File: src/rtl/ape_dec_ctrl.sv
// APE decryption controller: sequences init beat, data beats and completion
// around an external combinational decryption core.
//
// Ports:
//   clk, error (async active-low reset), start, abort
//   key_i/tag/nblk        message parameters, latched on an accepted start
//   ct_valid/ct_ready/ct_data  ciphertext input stream
//   pt_valid/pt_ready/pt_data  plaintext output stream (registered)
//   core_*                drive / results of the external decryption core
//   busy, done, fin_vc    status and final Vc value
module ape_dec_ctrl #(
    parameter int RATE = 34,
    parameter int CAP  = 16,
    parameter int CW   = 8
) (
    input  logic            clk,
    input  logic            error,
    input  logic            start,
    input  logic            abort,
    input  logic [63:0]     key_i,
    input  logic [CAP-1:0]  tag,
    input  logic [CW-1:0]   nblk,
    input  logic            ct_valid,
    output logic            ct_ready,
    input  logic [RATE-1:0] ct_data,
    output logic            pt_valid,
    input  logic            pt_ready,
    output logic [RATE-1:0] pt_data,
    output logic            core_rst_n,
    output logic [63:0]     core_key,
    output logic [CAP-1:0]  core_tag,
    output logic [RATE-1:0] core_ctext,
    output logic [CAP-1:0]  core_vc,
    output logic [RATE-1:0] core_prev,
    input  logic [RATE-1:0] core_dout,
    input  logic [CAP-1:0]  core_vc_l,
    input  logic [RATE-1:0] core_prev_l,
    output logic            busy,
    output logic            done,
    output logic [CAP-1:0]  fin_vc
);

    typedef enum logic [1:0] {IDLE, INIT, RUN, DONE} state_t;

    state_t          state, state_n;
    logic [63:0]     key_r;
    logic [CAP-1:0]  tag_r;
    logic [CW-1:0]   cnt;
    logic [CAP-1:0]  vc_reg;
    logic [RATE-1:0] prev_reg;
    logic            ct_acc;
    logic            pt_hs;
    logic            finish;

    assign core_key   = key_r;
    assign core_tag   = tag_r;
    assign core_ctext = ct_data;
    assign core_vc    = vc_reg;
    assign core_prev  = prev_reg;
    assign busy       = (state != IDLE);
    assign core_rst_n = (state == RUN);

    // Abort masks ready so a simultaneous beat is never consumed.
    always_comb begin
        ct_ready = 1'b0;
        unique case (state)
            INIT:    ct_ready = !abort;
            RUN:     ct_ready = (!pt_valid || pt_ready) && !abort;
            default: ct_ready = 1'b0;
        endcase
    end

    assign ct_acc = ct_valid && ct_ready;
    assign pt_hs  = pt_valid && pt_ready;

    always_ff @(posedge clk or negedge error) begin
        if (!error) state <= IDLE;
        else        state <= state_n;
    end

    always_comb begin
        state_n = state;
        finish  = 1'b0;
        unique case (state)
            IDLE: if (start) state_n = INIT;
            INIT: if (ct_acc) state_n = (cnt == '0) ? DONE : RUN;
            RUN:  if (ct_acc && cnt == CW'(1)) state_n = DONE;
            DONE: begin
                if (!pt_valid) begin
                    finish  = 1'b1;
                    state_n = IDLE;
                end
            end
            default: state_n = IDLE;
        endcase
        if (abort) begin
            state_n = IDLE;
            finish  = 1'b0;
        end
    end

    always_ff @(posedge clk or negedge error) begin
        if (!error) begin
            key_r    <= '0;
            tag_r    <= '0;
            cnt      <= '0;
            vc_reg   <= '0;
            prev_reg <= '0;
            pt_valid <= 1'b0;
            pt_data  <= '0;
            done     <= 1'b0;
            fin_vc   <= '0;
        end else begin
            done <= 1'b0;
            if (abort) begin
                pt_valid <= 1'b0;
                cnt      <= '0;
            end else begin
                if (state == IDLE && start) begin
                    key_r <= key_i;
                    tag_r <= tag;
                    cnt   <= nblk;
                end
                if (ct_acc && state == INIT) begin
                    vc_reg   <= core_vc_l;
                    prev_reg <= core_prev_l;
                end
                // A new beat refills the buffer even while it drains.
                if (ct_acc && state == RUN) begin
                    pt_data  <= core_dout;
                    pt_valid <= 1'b1;
                    vc_reg   <= core_vc_l;
                    prev_reg <= ct_data;
                    cnt      <= cnt - CW'(1);
                end else if (pt_hs) begin
                    pt_valid <= 1'b0;
                end
                if (finish) begin
                    done   <= 1'b1;
                    fin_vc <= vc_reg;
                end
            end
        end
    end

endmodule

File: config.mk
export PLATFORM = sky130hd
export DESIGN_NAME = ape_dec_ctrl
export DESIGN_NICKNAME = d
export VERILOG_FILES = /design/src/rtl/ape_dec_ctrl.sv
export SDC_FILE = /design/constraint.sdc
export NUM_CORES = 1
export LEC_CHECK = 0
export BUFFER_PORTS_ARGS = -buffer_cell sky130_fd_sc_hd__buf_2
export CAP_MARGIN = 20
export CORE_AREA = 10 10 159 161
export DETAILED_ROUTE_END_ITERATION = 10
export DIE_AREA = 0 0 169 171
export GPL_ROUTABILITY_DRIVEN = 0
export MAX_ROUTING_LAYER = met4
export PLACE_DENSITY = 0.76
export REMOVE_ABC_BUFFERS = 1
export SYNTH_ARGS = -nofsm -noshare
export SYNTH_HDL_FRONTEND = slang
export SYNTH_SLANG_ARGS = --single-unit
File: constraint.sdc
create_clock -name clk -period 2.4 [get_ports clk]
set_input_delay 0.48 -clock clk [delete_from_list [all_inputs] [get_ports clk]]
set_output_delay 0.48 -clock clk [all_outputs]
set_load 0.1 [all_outputs]
==> results.md, run 1 <==
* Yosys cell types at 37
* Crit share post-route at 97.3%
* Required @ worst endpoint at 1.92 ns
* Layout area overhead at 36.7%
* Worst Path Arrival at 1.85 ns
* Wire per inst at 19.6 µm
* Remaining Overflow, GRT at 0
* Synth top area share at 58.9%
* Starting Density at 36.7%
* Cells after synthesis at 616
* Final Critical Period at 2.33 ns
* CTS max path bufs at 2
* Slew @ Worst Pin at 0.533 ns
* DRC errors left at 0
* IO Port Bufs at 430
* Number of synthesized flops with an enable pin at 0
* Boundary Pins at 431
* CTS clk-pin slew, worst paths at 0.09 ns
* Initial antenna violation count at 6
* Crit-path cells: inv_1 -> ha_2 -> clkbuf_8 -> buf_12
* Vias in the first global route at 6,945
* Endpoint class of the critical path: output pin
* Most used DFF post-synth: dfrtp_1
* Max-Cap Viols at 0
* First-pass GRT wire length at 38,700 µm
* GRT Overall Usage at 17.5%
* Peak Freq at 0.428 GHz
* Number of synthesized register bits at 192
* Ys async rst share at 100%
* Syn. warnings at 0
* Synth area leaders: dfrtp_1 59%, mux2_2 25%, nand2_1 4.8%
* Largest net degree at the start of global routing at 65
* Share of post-route cells with drive strength above 1 at 64.9%
* Vias at 6,243
* RSZ-0062 raised after global routing: true
* Critical path class: reg2out
* Mapped Area at 8160 µm²
* Fin Hold WS at 0.0300 ns
* Worst min-delay path category: in2async
* Slew headroom at 64.5%
* Final HPWL DP at 20,800 µm
* Std-Cell Rows at 55
* Slew Limit Fails at 0
* Clk Latency, worst-skew pair at 0.43 ns
* Slowest stage delay, CP at 0.42 ns
* Fin. Hold Viols at 0
* Status: completed
* Dpl cells at 1,284
* Core box area at 22,200 µm²
* Initial detailed-routing violation count at 355
* TritonCTS buffer count at 17
* CTS tree: built
* Fin area at 11,200 µm²
* Proportion of synthesized chip area in sequential cells at 58.9%
* CP Max Fanout at 37
* Width of the die at 169 µm
* Finished Core Util at 50.2%
* Die area at 28,900 µm²
* Final setup fails at 0
* H-tree depth at 4
* DRT Wirelength at 25,900 µm
* Router iterations before antenna repair at 4
* Final ANT Viol Nets at 0
* CTS root buf: clkbuf_16
* Via density at 4.72
* Dpl cell area at 10,500 µm²
* Nets@finish at 1,237
* Syn Area/Cell at 13.3 µm²
* Critical Path Source Type: register
* Finished Layout Cells at 1,322
* Die H at 171 µm
* CTS Sinks at 192
* Area leader, netlist: dfrtp_1
* Worst clock skew at 0.0165 ns
* Slowest-stage cell, CP: dfrtp_1
==> synth_stat cells (2+ instances only) <==
cell,number
a311oi_1,2
clkbuf_1,12
ha_1,7
nor3_1,2
dfrtp_1,192
nor3b_1,2
nand2b_1,2
and3_1,3
nand2_1,105
mux2i_1,2
or4_1,2
a21o_1,2
nand3_1,7
or3_1,3
nor2_1,6
nor3b_2,2
buf_2,16
a21oi_1,3
o21ai_0,7
mux2_2,180
a211o_1,3
o311ai_0,2
inv_1,7
buf_4,34
==> routing by layer <==
metal	part of all wire, %	global-route usage, %	up-vias
li1	-	-	2900
met1	39	18.9	3060
met2	52	29.9	256
met3	7.8	5.90	27
met4	1.8	5.59	0
met5	0	-	-
==> sequential cells by signal, indices dropped and copies added, names as in the netlist <==
signal and flops:
core_vc 16, core_prev 34, pt_data 34, core_tag 16, cnt 8, state 2
pt_valid 1, fin_vc 16, done 1, core_key 64
==> cell usage in the layout (no fill, tap or decap), drive strengths merged, types with 2 or more instances in the layout <==
cell | Yosys | layout
a21oi | 3 | 3
nand2 | 105 | 105
inv | 7 | 15
nand3 | 7 | 7
diode | 0 | 6
a21o | 2 | 2
ha | 7 | 7
a311oi | 2 | 2
dfrtp | 192 | 192
or3 | 3 | 3
mux2 | 180 | 180
mux2i | 2 | 2
buf | 52 | 445
nand2b | 2 | 2
clkinv | 0 | 6
clkbuf | 12 | 20
and3 | 3 | 3
nor3b | 4 | 4
o311ai | 2 | 2
o21ai | 7 | 7
nor2 | 6 | 6
or4 | 2 | 2
a211o | 3 | 3
nor3 | 2 | 2
==> worst max-delay path, delay by kind of cell (launching register included) <==
family,cells,cell delay (ns)
buf+inv,3,0.72
flops,1,0.42
fa+ha+maj,1,0.27
==> final timing paths <==
path	cells after the start	slack, ns	endpoint	from
worst min-delay path	1	0.03	core_key[8]$_DFFE_PN0P_	error
min in group clk	3	0.24	pt_data[31]$_DFFE_PN0P_	core_dout[31]
max in group asynchronous	2	1.63	pt_data[22]$_DFFE_PN0P_	error
worst min register to register	2	0.47	pt_data[14]$_DFFE_PN0P_	pt_data[14]$_DFFE_PN0P_
worst max register to register	6	0.18	cnt[6]$_DFFE_PN0P_	state[1]$_DFFE_PN0P_
worst max-delay path	4	0.07	core_rst_n	state[0]$_DFFE_PN0P_
==> layout make-up <==
cell class	count	area, µm²
fill	2031	11100
clock inverter	14	165
tap	285	357
multi-input combinational	353	2980
sequential	192	4800
antenna	6	15.0
inverter	7	26.3
timing repair buffer	447	2390
clock buffer	18	429
==> timing repair <==
item                                    in CTS  in global routing
cloned                                       0                  0
endpoints found under the setup margin       2                  1
hold buffers                                 0                  0
setup buffers                                0                  0
hold endpoints to repair                     0                  0
gates resized for setup                      2                  3
==> per-stage QoR <==
stage	setup WS, ns	setup TNS, ns
floorplan	-4.37	-494.10
global placement	0.210	0
detailed placement	0.156	0
CTS	0.0169	0
global route	-0.0122	-0.0184
finish	0.0657	0
==> logic make-up after synthesis <==
group / Yosys count / synth area share (%)
and+or+nand+nor: 138 / 7.46
buffers and inverters: 71 / 5.16
DFF: 192 / 58.9
AOI/OAI and AO/OA: 26 / 2.38
muxes: 182 / 25.1
adders and majority gates: 7 / 1.07
Power of run 1 is left out: the tool's default activity adds up to more than one toggle a clock period on the data nets, which glitch-free logic cannot reach.
==> run 2, diff against run 1 <==
--- a/config.mk
+++ b/config.mk
@@ -8,10 +8,11 @@
 export BUFFER_PORTS_ARGS = -buffer_cell sky130_fd_sc_hd__buf_2
 export CAP_MARGIN = 20
-export CORE_AREA = 10 10 159 161
+export CORE_AREA = 10 10 160 162
+export CTS_BUF_LIST = sky130_fd_sc_hd__clkbuf_2
 export DETAILED_ROUTE_END_ITERATION = 10
-export DIE_AREA = 0 0 169 171
+export DIE_AREA = 0 0 170 172
 export GPL_ROUTABILITY_DRIVEN = 0
 export MAX_ROUTING_LAYER = met4
-export PLACE_DENSITY = 0.76
+export PLACE_DENSITY = 0.75
 export REMOVE_ABC_BUFFERS = 1
 export SYNTH_ARGS = -nofsm -noshare
==> constraint.sdc (replaced) <==
create_clock -name clk -period 2.4 [get_ports clk]
set_input_delay 0.12 -clock clk [delete_from_list [all_inputs] [get_ports clk]]
set_output_delay 0.12 -clock clk [all_outputs]
set_load 0.1 [all_outputs]
==> results.md, run 2 (synthesis gave the netlist of run 1 again) <==
* Most frequent cells in the layout: 427 x buf_2, 262 x dlygate4sd3_1, 192 x dfrtp_1, 180 x mux2_2, 105 x nand2_1
* IO Port Bufs at 430 (unchanged)
* Peak Freq at 0.429 GHz (about the same)
* Vias in the first global route at 8,407 (+21%)
* Slowest-stage cell, CP: dlygate4sd3_1
* Die H at 172 µm (+0.58%)
* CTS Sinks at 192 (unchanged)
* Slowest stage delay, CP at 0.59 ns (+0.17 ns)
* Clk Latency, worst-skew pair at 0.74 ns (+0.31 ns)
* Remaining Overflow, GRT at 0 (unchanged)
* Final Critical Period at 2.33 ns (-0.00169 ns)
* Width of the die at 170 µm (+0.59%)
* Max reg flops at 64 (unchanged)
* Initial antenna violation count at 4 (-2)
* RSZ-0062 raised after global routing: false
* CP Buf/Inv Count at 4 (+1)
* Critical Path Source Type: register
* Share of post-route cells with drive strength above 1 at 52.2% (-13 points)
* Die area at 29,200 µm² (+1.2%)
* DRC errors left at 0 (unchanged)
* Worst Path Arrival at 3.03 ns (+1.18 ns)
* Nets@finish at 1,507 (+22%)
* CTS tree: built
* Via density at 4.77 (+0.94%)
* FILL cells at 1,637 (-19%)
* Slew @ Worst Pin at 0.539 ns (+0.00635 ns)
* Most frequent cell on the critical path: nand2_1
* Dpl cell area at 10,500 µm² (+0.24%)
* Slew headroom at 64.3% (-0.18 points)
* Slew Limit Fails at 0 (unchanged)
* Final HPWL DP at 20,300 µm (-2.6%)
* Largest net degree at the start of global routing at 61 (-6.2%)
* Std-Cell Rows at 55 (unchanged)
* Core box area at 22,400 µm² (+0.62%)
* CTS max path bufs at 2 (unchanged)
* Reg2reg end: pt_data[16]$_DFFE_PN0P_
* Max-Cap Viols at 0 (unchanged)
* Layout area overhead at 65.9%
* CP Max Fanout at 38 (+2.7%)
* Final ANT Viol Nets at 0 (unchanged)
* Delay-heaviest family, CP: buffers and inverters
* WP depth at 9 (+5)
* DRT Wirelength at 32,400 µm (+25%)
* Commonest non-fill, non-tap cell in the layout: buf_2
* Critical path origin: state[1]$_DFFE_PN0P_
* Worst min-delay path category: in2reg
* Final setup fails at 0 (unchanged)
* R2r startpoint: state[1]$_DFFE_PN0P_
* Required @ worst endpoint at 3.09 ns (+1.17 ns)
* TritonCTS buffer count at 17 (unchanged)
* Wire per inst at 20.4 µm (+3.8%)
* Fin Hold WS at 0.123 ns (+0.0930 ns)
* GRT Overall Usage at 21.4% (+3.9 points)
* Multi-input combinational cell area at 2990 µm² (+0.50%)
* Starting Density at 36.5% (-0.23 points)
* Worst setup path end: pt_data[16]$_DFFE_PN0P_
* Finished Core Util at 60.6% (+10 points)
* Boundary Pins at 431 (unchanged)
* CTS clk-pin slew, worst paths at 0.29 ns (+0.20 ns)
* Reg2reg path depth at 9 (+3)
* Status: completed
* Vias at 7,584 (+21%)
* Critical path class: reg2reg
* Router iterations before antenna repair at 5 (+1)
* Finished Layout Cells at 1,591 (+20%)
* Crit-path cells: inv_1 -> ha_1 -> nor3b_2 -> buf_4 -> nor2_2 -> buf_12 -> nand2_1 -> dlygate4sd3_1 -> nand2_1
* Endpoint class of the critical path: register
* Fin. Hold Viols at 0 (unchanged)
* CTS root buf: clkbuf_2
* R2R Setup Slk at 0.07 ns (-0.11 ns)
* Dpl cells at 1,286 (+0.16%)
* Reg area at 4800 µm² (unchanged)
* Initial detailed-routing violation count at 568 (+60%)
* H-tree depth at 4 (unchanged)
* First-pass GRT wire length at 47,300 µm (+22%)
* Crit share post-route at 97.2% (about the same)
* Fin area at 13,500 µm² (+21%)
* Worst clock skew at 0.0456 ns (+0.0291 ns)
==> run 2: final cells by class <==
type                            instances  area share (%)
Antenna cell                            6           0.111
Inverter                                7           0.194
Clock buffer                           17           0.628
Clock inverter                         14           0.924
Multi-Input combinational cell        353            22.1
Sequential cell                       192            35.5
Tap cell                              285            2.63
Timing Repair Buffer                  717            38.0
==> run 2: per-layer routing <==
| metal | routed length (µm) | vias up | GRT usage (%) |
|---|---|---|---|
| met4 | 933 | 0 | 7.86 |
| met2 | 17100 | 362 | 37.9 |
| met3 | 2350 | 64 | 6.57 |
| met1 | 12000 | 3726 | 22.2 |
| li1 | - | 3432 | - |
| met5 | 0 | - | - |
==> run 2: how the worst min path moves through the flow <==
stage	from	to	slack, ns	depth (start not counted)
detailed placement	error	core_tag[12]$_DFFE_PN0P_	0.16	1
global placement	error	core_tag[12]$_DFFE_PN0P_	0.15	1
CTS	key_i[48]	core_key[48]$_DFFE_PN0P_	0.005	3
global route	key_i[49]	core_key[49]$_DFFE_PN0P_	0.0004	3
floorplan	error	cnt[0]$_DFFE_PN0P_	-0.18	0
finish	key_i[61]	core_key[61]$_DFFE_PN0P_	0.12	3
==> run 2: per-stage QoR <==
step | TNS (ns) | setup WS [ns]
detailed placement | 0 | 0.125
CTS | 0 | 0.0000322
global route | 0 | 0.000564
floorplan | -493.51 | -4.37
finish | 0 | 0.0674
global placement | 0 | 0.190
==> run 2: worst reg2reg max path: stages, from the launching register on <==
cell,delay (ns)
dfrtp_1,0.46
inv_1,0.17
ha_1,0.29
nor3b_2,0.08
buf_4,0.15
nor2_2,0.14
buf_12,0.22
nand2_1,0.12
dlygate4sd3_1,0.59
nand2_1,0.09
==> run 2: repair_timing <==
action | CTS | global route
resized for setup | 4 | 12
hold endpoints to repair | 368 | 11
setup buffers | 1 | 2
setup endpoints to repair | 2 | 11
hold buffers | 253 | 11
pin swaps | 0 | 2
gates cloned | 0 | 1
Power of run 2 is left out for the same reason.
==> run 3, diff against run 2 <==
Settings changed: ABC_AREA set to 1, CORE_AREA 10 10 160 162 to 10 10 161 163, DIE_AREA 0 0 170 172 to 0 0 171 173.
==> results.md, run 3 <==
* Status: completed
* Worst min-delay path category: in2reg
* Final setup fails at 0 (unchanged)
* Proportion of synthesized chip area in sequential cells at 57.9% (-0.91 points)
* CTS root buf: clkbuf_2
* DRC errors left at 0 (unchanged)
* Wire per inst at 19.8 µm (-2.7%)
* Number of synthesized register bits at 192 (unchanged)
* Mapped Area at 8290 µm² (+1.6%)
* Area leader, netlist: dfrtp_1
* Vias in the first global route at 9,524 (+13%)
* First-pass GRT wire length at 52,800 µm (+12%)
* Max reg flops at 64 (unchanged)
* Core box area at 22,600 µm² (+0.92%)
* CP Max Fanout at 29 (-24%)
* Syn. warnings at 0 (unchanged)
* Worst clock skew at 0.106 ns (+0.0602 ns)
* Largest net degree at the start of global routing at 63 (+3.3%)
* TritonCTS buffer count at 17 (unchanged)
* Commonest non-fill, non-tap cell in the layout: buf_2
* Die area at 29,600 µm² (+1.2%)
* Cells after synthesis at 832 (+35%)
* Vias at 8,785 (+16%)
* Endpoint class of the critical path: register
* Synth top area share at 57.9% (-0.91 points)
* Clk Latency, worst-skew pair at 0.76 ns (+0.02 ns)
* Most used DFF post-synth: dfrtp_1
* Share of post-route cells with drive strength above 1 at 38.9% (-13 points)
* Boundary Pins at 431 (unchanged)
* Final ANT Viol Nets at 0 (unchanged)
* Fin area at 13,600 µm² (+0.29%)
* Worst Path Arrival at 2.93 ns (-0.10 ns)
* CTS Sinks at 192 (unchanged)
* Initial detailed-routing violation count at 622 (+9.5%)
* Ys async rst share at 100% (unchanged)
* Remaining Overflow, GRT at 0 (unchanged)
* CTS clk-pin slew, worst paths at 0.40 ns (+0.11 ns)
* Slew Limit Fails at 0 (unchanged)
* Max-Cap Viols at 0 (unchanged)
* Synth cell count leaders: 265 x nand2_1, 192 x dfrtp_1, 80 x mux2_2
* DRT Wirelength at 35,700 µm (+10%)
* Layout area overhead at 63.8%
* Dpl cell area at 10,600 µm² (+0.24%)
* Most frequent cells in the layout: 427 x buf_2, 263 x nand2_1, 258 x dlygate4sd3_1, 191 x dfrtp_1, 80 x mux2_2
* Fin. Hold Viols at 0 (unchanged)
* Peak Freq at 0.437 GHz (+1.9%)
* Final HPWL DP at 22,000 µm (+8.2%)
* Crit share post-route at 95.4% (-1.8 points)
* CTS max path bufs at 2 (unchanged)
* Starting Density at 36.7% (+0.24 points)
* CTS tree: built
* Syn Area/Cell at 9.97 µm² (-25%)
* Die H at 173 µm (+0.58%)
* Via density at 4.87 (+2.2%)
* IO Port Bufs at 430 (unchanged)
* Yosys cell types at 28 (-24%)
* H-tree depth at 4 (unchanged)
* Router iterations before antenna repair at 5 (unchanged)
* Final Critical Period at 2.29 ns (-0.0439 ns)
* Required @ worst endpoint at 3.05 ns (-0.04 ns)
* Width of the die at 171 µm (+0.59%)
* Most frequent cell after synthesis: nand2_1
* Critical Path Source Type: register
* Number of synthesized flops with an enable pin at 0 (unchanged)
* Critical path class: reg2reg
* GRT Overall Usage at 23.2% (+1.7 points)
* Initial antenna violation count at 12 (+8)
* Slew headroom at 43.3% (-21 points)
* Slew @ Worst Pin at 0.850 ns (+0.311 ns)
* Nets@finish at 1,712 (+14%)
* Std-Cell Rows at 55 (unchanged)
* Synth area leaders: dfrtp_1 58%, nand2_1 12%, mux2_2 11%
run 3: cell types whose count changed in the layout (fill, tap and decap cells not counted), sizes merged, moves of 6 or more:
cell   delta
nand2   +161
mux2    -100
inv      +68
o21ai    +64
nand3    +41
diode     +7
nor2      +6
run 3: logic make-up after synthesis:
kind of cell             Yosys count  synth area share [%]
XOR/XNOR                           4                 0.423
flip-flops                       192                  57.9
multiplexers                      80                  10.9
adder cells (fa/ha/maj)            7                  1.06
AO/OA/AOI/OAI                     74                  4.53
buffers and inverters            146                  9.11
AND/OR/NAND/NOR                  329                  16.1
run 3: worst paths after layout:
path                       cells after the start                        end  slack (ns)                   start
setup / recovery                              11  core_prev[33]$_DFFE_PN0P_        0.11    state[1]$_DFFE_PN0P_
hold / removal                                 3   core_key[49]$_DFFE_PN0P_        0.12               key_i[49]
setup reg to reg                              11  core_prev[33]$_DFFE_PN0P_        0.11    state[1]$_DFFE_PN0P_
hold reg to reg                                2      fin_vc[2]$_DFFE_PN0P_        0.51  core_vc[2]$_DFFE_PN0P_
max in group asynchronous                      4   core_key[32]$_DFFE_PN0P_        1.52                   error
min in group asynchronous                      4    core_key[8]$_DFFE_PN0P_        0.50                   error
run 3: metal layers:
metal / vias up / track usage, % / share of wire, %
met5: - / - / 0
met4: 0 / 11.9 / 4.9
met3: 127 / 7.93 / 9.7
met2: 532 / 38.4 / 49
met1: 4183 / 23.7 / 36
li1: 3943 / - / -
run 3: worst max-delay path: stages (launching register included):
cell and delay, ns:
dfrtp_2 0.51, ha_4 0.20, inv_4 0.05, nor2_4 0.09, nand2_2 0.06, nand2_2 0.13, nand3_4 0.13, inv_8 0.17
nand3_1 0.09, dlygate4sd3_1 0.57, o21ai_0 0.10, inv_1 0.07
run 3: final cells by class:
type	instances	area, µm²
flip-flops and latches	192	4810
inverters	75	292
clock buffers	18	90.1
clock inverters	14	160
fillers	1743	8990
diodes	13	32.5
repair buffers	712	5040
multi-input cells	495	2810
well taps	285	357
run 3: through the flow:
stage	setup TNS, ns	instances	setup WS (ns)	hold WS, ns	util [%]
finish	0	1804	0.111	0.121	60.2
detailed placement	0	1493	0.313	0.147	46.8
global placement	0	1493	0.400	0.149	46.8
global route	-0.0179	1803	-0.0172	-0.00522	60.2
CTS	0	1773	0.00542	0.00191	59.0
floorplan	-207.99	761	-1.46	-0.176	-
run 3: repair_timing:
| item | CTS | global route |
|---|---|---|
| endpoints found under the setup margin | 2 | 23 |
| cloned | 0 | 1 |
| hold endpoints to repair | 369 | 13 |
| buffers inserted | 2 | 4 |
| resized for setup | 0 | 16 |
| pin swaps | 0 | 4 |
| hold buffers | 246 | 13 |
Power of run 3 is left out for the same reason.
